`src/rtl/imem_stream_loader_pkg.sv`:
```
// ============================================================================
// imem_stream_loader_pkg
// Shared defaults and encodings for the loadable fetch memory.
// Revision: 1.0
// ============================================================================
`default_nettype none

package imem_stream_loader_pkg;

  localparam int unsigned NB_INST_DEF   = 32;
  localparam int unsigned NB_BYTE_DEF   = 8;
  localparam int unsigned MEM_DEPTH_DEF = 128;
  localparam logic [31:0] HALT_WORD_DEF = 32'hF800_0000;
  localparam logic [31:0] NOP_WORD_DEF  = 32'h0000_0000;

  typedef enum logic [1:0] {
    ST_CLEAR = 2'd0,
    ST_LOAD  = 2'd1,
    ST_RUN   = 2'd2
  } state_e;

  // Selects what the fetch output presents.
  typedef enum logic [1:0] {
    SRC_NOP  = 2'd0,
    SRC_RAM  = 2'd1,
    SRC_HALT = 2'd2
  } out_src_e;

endpackage

`default_nettype wire

```
`src/rtl/imem_stream_loader_ram.sv`:
```
// ============================================================================
// imem_ram_1w1r
// Single write port, registered read port with enable; array is not reset.
// Revision: 1.0
// ============================================================================
`default_nettype none

module imem_ram_1w1r #(
  parameter int NB_DATA = 32,
  parameter int DEPTH   = 128,
  parameter int NB_ADDR = $clog2(DEPTH)
) (
  input  logic               i_clk,
  input  logic               i_we,
  input  logic [NB_ADDR-1:0] i_waddr,
  input  logic [NB_DATA-1:0] i_wdata,
  input  logic               i_re,
  input  logic [NB_ADDR-1:0] i_raddr,
  output logic [NB_DATA-1:0] o_rdata
);

  logic [NB_DATA-1:0] mem_q [DEPTH];
  logic [NB_DATA-1:0] rdata_q;
  logic [NB_DATA-1:0] rdata_d;

  // Read data holds while i_re is low so a stalled fetch keeps its word.
  always_comb begin
    rdata_d = rdata_q;
    if (i_re) begin
      rdata_d = mem_q[i_raddr];
    end
  end

  always_ff @(posedge i_clk) begin
    if (i_we) begin
      mem_q[i_waddr] <= i_wdata;
    end
    rdata_q <= rdata_d;
  end

  assign o_rdata = rdata_q;

endmodule

`default_nettype wire

```
`src/rtl/imem_stream_loader.sv`:
```
// ============================================================================
// imem_stream_loader
// Fetch memory that self-clears to HALT, loads from a byte stream, then serves reads.
// Revision: 1.0
// ============================================================================
`default_nettype none

module imem_stream_loader
  import imem_stream_loader_pkg::*;
#(
  parameter int               NB_INST   = NB_INST_DEF,
  parameter int               NB_BYTE   = NB_BYTE_DEF,
  parameter int               MEM_DEPTH = MEM_DEPTH_DEF,
  parameter int               NB_ADDR   = $clog2(MEM_DEPTH),
  parameter logic [NB_INST-1:0] HALT_WORD = HALT_WORD_DEF,
  parameter logic [NB_INST-1:0] NOP_WORD  = NOP_WORD_DEF
) (
  input  logic               i_clk,
  input  logic               i_reset,
  input  logic               i_load_start,
  input  logic               i_load_end,
  input  logic               i_byte_valid,
  input  logic [NB_BYTE-1:0] i_byte,
  output logic               o_byte_ready,
  input  logic               i_rd_en,
  input  logic               i_flush,
  input  logic [NB_ADDR-1:0] i_rd_addr,
  output logic [NB_INST-1:0] o_inst,
  output logic               o_inst_valid,
  output logic               o_busy,
  output logic [NB_ADDR:0]   o_word_count,
  output logic               o_load_err
);

  localparam int                 BPW        = NB_INST / NB_BYTE;
  localparam int                 NB_BCNT    = $clog2(BPW + 1);
  localparam logic [NB_ADDR-1:0] LAST_ADDR  = NB_ADDR'(MEM_DEPTH - 1);
  localparam logic [NB_ADDR:0]   FULL_COUNT = (NB_ADDR + 1)'(MEM_DEPTH);
  localparam logic [NB_BCNT-1:0] LAST_BYTE  = NB_BCNT'(BPW - 1);

  state_e               state_q, state_d;
  logic [NB_ADDR-1:0]   clr_ptr_q, clr_ptr_d;
  logic [NB_BCNT-1:0]   byte_cnt_q, byte_cnt_d;
  logic [NB_INST-1:0]   word_buf_q, word_buf_d;
  logic [NB_ADDR:0]     word_count_q, word_count_d;
  logic                 load_err_q, load_err_d;
  out_src_e             src_q, src_d;
  logic                 inst_valid_q, inst_valid_d;

  logic                 full;
  logic                 byte_acc;
  logic                 rd_in_range;
  logic [NB_INST-1:0]   assembled;
  logic                 ram_we;
  logic [NB_ADDR-1:0]   ram_waddr;
  logic [NB_INST-1:0]   ram_wdata;
  logic                 ram_re;
  logic [NB_INST-1:0]   ram_rdata;

  assign full         = (word_count_q == FULL_COUNT);
  assign o_byte_ready = (state_q == ST_LOAD) && !full;
  assign byte_acc     = i_byte_valid && o_byte_ready;
  assign rd_in_range  = ({1'b0, i_rd_addr} < FULL_COUNT);
  assign o_busy       = (state_q == ST_CLEAR);

  // The new byte always enters at the bottom, so the first byte ends up on top.
  generate
    if (BPW > 1) begin : g_asm_shift
      assign assembled = {word_buf_q[NB_INST-NB_BYTE-1:0], i_byte};
    end else begin : g_asm_direct
      assign assembled = i_byte;
    end
  endgenerate

  always_comb begin
    state_d      = state_q;
    clr_ptr_d    = clr_ptr_q;
    byte_cnt_d   = byte_cnt_q;
    word_buf_d   = word_buf_q;
    word_count_d = word_count_q;
    load_err_d   = load_err_q;
    src_d        = src_q;
    inst_valid_d = inst_valid_q;
    ram_we       = 1'b0;
    ram_waddr    = clr_ptr_q;
    ram_wdata    = HALT_WORD;
    ram_re       = 1'b0;

    unique case (state_q)
      ST_CLEAR: begin
        src_d        = SRC_NOP;
        inst_valid_d = 1'b0;
        ram_we       = 1'b1;
        if (clr_ptr_q == LAST_ADDR) begin
          state_d   = ST_LOAD;
          clr_ptr_d = '0;
        end else begin
          clr_ptr_d = clr_ptr_q + NB_ADDR'(1);
        end
      end

      ST_LOAD: begin
        src_d        = SRC_NOP;
        inst_valid_d = 1'b0;
        if (byte_acc) begin
          if (byte_cnt_q == LAST_BYTE) begin
            ram_we       = 1'b1;
            ram_waddr    = word_count_q[NB_ADDR-1:0];
            ram_wdata    = assembled;
            word_count_d = word_count_q + (NB_ADDR + 1)'(1);
            byte_cnt_d   = '0;
          end else begin
            word_buf_d = assembled;
            byte_cnt_d = byte_cnt_q + NB_BCNT'(1);
          end
        end
        if (i_byte_valid && full) begin
          load_err_d = 1'b1;
        end
        // Partial check uses the count after this cycle's byte is taken.
        if (i_load_end) begin
          state_d = ST_RUN;
          if (byte_cnt_d != '0) begin
            load_err_d = 1'b1;
            byte_cnt_d = '0;
          end
        end
      end

      ST_RUN: begin
        if (i_flush) begin
          src_d        = SRC_NOP;
          inst_valid_d = 1'b0;
        end else if (i_rd_en) begin
          inst_valid_d = 1'b1;
          if (rd_in_range) begin
            ram_re = 1'b1;
            src_d  = SRC_RAM;
          end else begin
            src_d = SRC_HALT;
          end
        end
      end

      default: begin
        state_d = ST_CLEAR;
      end
    endcase

    if (i_load_start && (state_q != ST_CLEAR)) begin
      state_d      = ST_CLEAR;
      clr_ptr_d    = '0;
      byte_cnt_d   = '0;
      word_count_d = '0;
      load_err_d   = 1'b0;
      ram_we       = 1'b0;
    end
  end

  always_ff @(posedge i_clk) begin
    if (i_reset) begin
      state_q      <= ST_CLEAR;
      clr_ptr_q    <= '0;
      byte_cnt_q   <= '0;
      word_buf_q   <= '0;
      word_count_q <= '0;
      load_err_q   <= 1'b0;
      src_q        <= SRC_NOP;
      inst_valid_q <= 1'b0;
    end else begin
      state_q      <= state_d;
      clr_ptr_q    <= clr_ptr_d;
      byte_cnt_q   <= byte_cnt_d;
      word_buf_q   <= word_buf_d;
      word_count_q <= word_count_d;
      load_err_q   <= load_err_d;
      src_q        <= src_d;
      inst_valid_q <= inst_valid_d;
    end
  end

  imem_ram_1w1r #(
    .NB_DATA (NB_INST),
    .DEPTH   (MEM_DEPTH),
    .NB_ADDR (NB_ADDR)
  ) u_ram (
    .i_clk   (i_clk),
    .i_we    (ram_we),
    .i_waddr (ram_waddr),
    .i_wdata (ram_wdata),
    .i_re    (ram_re),
    .i_raddr (i_rd_addr),
    .o_rdata (ram_rdata)
  );

  always_comb begin
    o_inst = NOP_WORD;
    unique case (src_q)
      SRC_RAM:  o_inst = ram_rdata;
      SRC_HALT: o_inst = HALT_WORD;
      default:  o_inst = NOP_WORD;
    endcase
  end

  assign o_inst_valid = inst_valid_q;
  assign o_word_count = word_count_q;
  assign o_load_err   = load_err_q;

endmodule

`default_nettype wire
```
`config.mk`:
```
export PLATFORM = sky130hd
export DESIGN_NAME = imem_stream_loader
export DESIGN_NICKNAME = d
export VERILOG_FILES = /design/src/rtl/imem_stream_loader_pkg.sv /design/src/rtl/imem_stream_loader_ram.sv /design/src/rtl/imem_stream_loader.sv
export SDC_FILE = /design/constraint.sdc
export NUM_CORES = 2
export LEC_CHECK = 0
export CAP_MARGIN = 15
export CORE_MARGIN = 2
export CORE_UTILIZATION = 35
export CTS_CLUSTER_DIAMETER = 60
export CTS_CLUSTER_SIZE = 40
export DETAILED_ROUTE_END_ITERATION = 7
export PLACE_DENSITY = 0.58
export SLEW_MARGIN = 5
export SYNTH_ARGS = -nofsm -noshare
export SYNTH_HDL_FRONTEND = slang
export SYNTH_SLANG_ARGS = --single-unit
```
`constraint.sdc`:
```
create_clock -name i_clk -period 7.1 [get_ports i_clk]
set_clock_uncertainty 0.15 [all_clocks]
set_input_delay 0.71 -clock i_clk [delete_from_list [all_inputs] [get_ports i_clk]]
set_output_delay 0.71 -clock i_clk [all_outputs]
set_load 0.02 [all_outputs]
```
==> results.md <==
- DR DRC count: 0
- Prevailing post-synth register cell: edfxtp_1
- Crit path DAT: 5.80 ns
- Largest area contributor in the netlist: edfxtp_1
- Vias/cell: 5.51
- Crit path largest cell delay: 1.13 ns
- Ys async rst share: 0%
- Mapped Cells: 6297
- Die Span Y: 678 µm
- Worst path slowest cell: nor2_4
- Worst slack at placement: 1.51 ns
- DR WL/cell: 31.4 µm
- Tot Pwr: 47.0 mW
- Pleak: 57.2 nW
- Peak VDD IR: 0.000203 V
- Sequential area share after synthesis: 78.5%
- Yosys Warn Count: 0
- Final Hold Fails: 0
- Final-report setup violation count: 0
- Post-synth top area share: 77.9%
- Final Util: 39.8%
- Port-buffer cells: 65
- Antenna violations before repair: 63
- Hold WC Path Type: primary input to register
- Hpwl dp: 244 mm
- # Max-Cap Violations: 0
- Crit path time final: 5.33 ns
- Total I/O pin count: 66
- Largest net degree at the start of global routing: 89
- Core Region: 452000 µm²
- CTS tree: built
- Rel. slew slack: 15.5%
- Layout area overhead: 13.1%
- Die area: 460000 µm²
- Cell area after synthesis: 159000 µm²
- Post-Synthesis Net Count: 6323
- Most frequent cells in the layout: 4128 x edfxtp_1, 1344 x mux4_2, 304 x clkbuf_16
- Row count: 247
- Routed vias: 70500
- Crit-path cells: inv_1 > ha_1 > nor4b_1 > a211oi_4 > mux2i_1 > nand4_1 > nor2_4 > buf_4
- Clk sinks: 4174
- Gr usage total: 17.1%
- DRT iter0 DRCs: 9600
- Status: completed
- Nets: 6568
- Crit path capture type: register
- Total grt overflow: 0
- Unique cell type count in the Yosys netlist: 43
- CP Launch Type: register
- Area post-placement: 169000 µm²
- Worst EP required: 7.57 ns
- Effective utilization at floorplan: 35.2%
- Number of flops mapped to enable cells by yosys: 4128
- Final setup margin: 1.77 ns
- Worst-Skew Late Latency: 0.96 ns
- RSZ-0062 raised after global routing: no
- CTS Hold Buffers Added: 0
- Antenna viol nets, final: 0
- Number of buffers created by CTS: 295
- Top cells by area, synth: edfxtp_1 78%, mux4_2 19%, dfxtp_1 0.58%, clkbuf_1 0.44%, nor2_1 0.31%
- Die width: 678 µm
- Final Max Slew Viols: 0
- Synth Area per Inst: 25.3 µm²
- Global-route wire length before repair: 561 mm
- Fillcell total: 39200
- H-tree depth: 5
- Detailed Route WL: 402 mm
- CTS root buf: clkbuf_16
- Clock buffer depth: 4
- Crit Path Max Fanout: 26
- Final period utilization: 75.0%
- P per Cell Area: 261 nW/µm²
- FF+latch count, synth: 4174
- First-pass DRT Iterations: 6
- Most common cell after layout, fill and taps aside: edfxtp_1
- Total negative setup slack: 0 ns
- Vias in the first global route: 70100
- Top delay family on crit path: simple AND/OR/NAND/NOR gates
- Gpl congestion: 0.820
- Design area: 180000 µm²
- Post-CTS resize count: 0
- Crit path buf inv count: 2
- Layout cells sized above 1: 33.9%
- CTS clk-pin slew, worst paths: 0.08 ns
- Worst Tran Pin Value: 1.27 ns
- Fmax: 188 MHz
- Crit Path Category: register to register
- Postcts setup bufs: 0
-- synth_stat cells, types with 3 or more instances --
cell,n
nand2b_1,8
dfxtp_1,46
buf_1,54
nand2_1,66
xnor2_1,3
edfxtp_1,4128
mux4_2,1344
and2_1,60
inv_1,5
nand3_1,5
clkbuf_1,187
buf_4,6
mux2i_1,7
buf_2,84
nor2_1,132
mux2_2,39
nor3_1,17
ha_1,4
a21oi_1,37
xor2_1,7
nand4_1,27
o21ai_0,4
-- registers in the layout, summed over array words and instances (netlist names) --
signal,flops
src_q,1
clr_ptr_q,7
state_q,2
o_word_count,8
u_ram.mem_q,4096
o_load_err,1
u_ram.o_rdata,32
word_buf_q,24
byte_cnt_q,3
-- per-layer routing --
layer  share of wire, %  vias to the layer above  global-route usage, %
li1                   -                    28000                      -
met1                 43                    39200                   25.4
met2                 46                     2951                   26.3
met3                8.7                      402                   3.30
met4                2.3                        4                   4.04
met5             0.0067                        -                      0
-- worst register-to-register path, cell delays in order (launching register included) --
cell      delay [ns]
dfxtp_1         0.38
inv_1           0.11
ha_1            0.18
nor4b_1         0.84
a211oi_4        0.31
mux2i_1         0.64
nand4_1         0.97
nor2_4          1.14
buf_4           0.32
-- stage by stage --
step	hold WS, ns	cells
after floorplan	0.281	6297
after global placement	0.295	12200
after detailed placement	0.298	12200
after CTS	0.189	12700
after global routing	0.246	12800
final	0.274	12800
-- logic make-up (layout without fill, tap and decap cells) --
logic type               count (synthesis)  count (layout)  synth area share [%]
AND/OR/NAND/NOR                        330             330                 0.982
buffers and inverters                  338             829                 0.887
XOR/XNOR                                10              10                0.0551
other                                    0              29                     0
adder cells (fa/ha/maj)                  4               4                0.0315
AO/OA/AOI/OAI                           51              51                 0.183
flip-flops                            4174            4174                  78.5
multiplexers                          1390            1390                  19.4
-- final timing paths --
path,from,endpoint,slack (ns),cells after the start
max,o_word_count[1]$_SDFFE_PP0P_,u_ram.mem_q[107][27]$_DFFE_PP_,1.77,8
min,i_flush,src_q[0]$_SDFFE_PP0P_,0.27,2
max reg2reg,o_word_count[1]$_SDFFE_PP0P_,u_ram.mem_q[107][27]$_DFFE_PP_,1.77,8
min reg2reg,word_buf_q[17]$_SDFFE_PP0P_,word_buf_q[17]$_SDFFE_PP0P_,0.31,2
-- power breakdown --
group | total [mW] | internal, mW | switching [mW]
Combinational | 1.60 | 0.665 | 0.932
Sequential | 26.7 | 26.7 | 0.0156
Clock | 18.7 | 9.02 | 9.65
Total | 47.0 | 36.4 | 10.6
-- area by class of cell --
| class | instances | area [µm²] | area share (%) |
|---|---|---|---|
| diodes | 29 | 72.6 | 0.0403 |
| clock buffers | 315 | 7660 | 4.26 |
| clock inverters | 228 | 3030 | 1.69 |
| inverters | 5 | 18.8 | 0.0104 |
| multi-input cells | 1785 | 33800 | 18.8 |
| flip-flops and latches | 4174 | 125000 | 69.4 |
| well taps | 5976 | 7480 | 4.16 |
| repair buffers | 281 | 2930 | 1.63 |
Note: power is estimated with default switching activity, not from simulation.
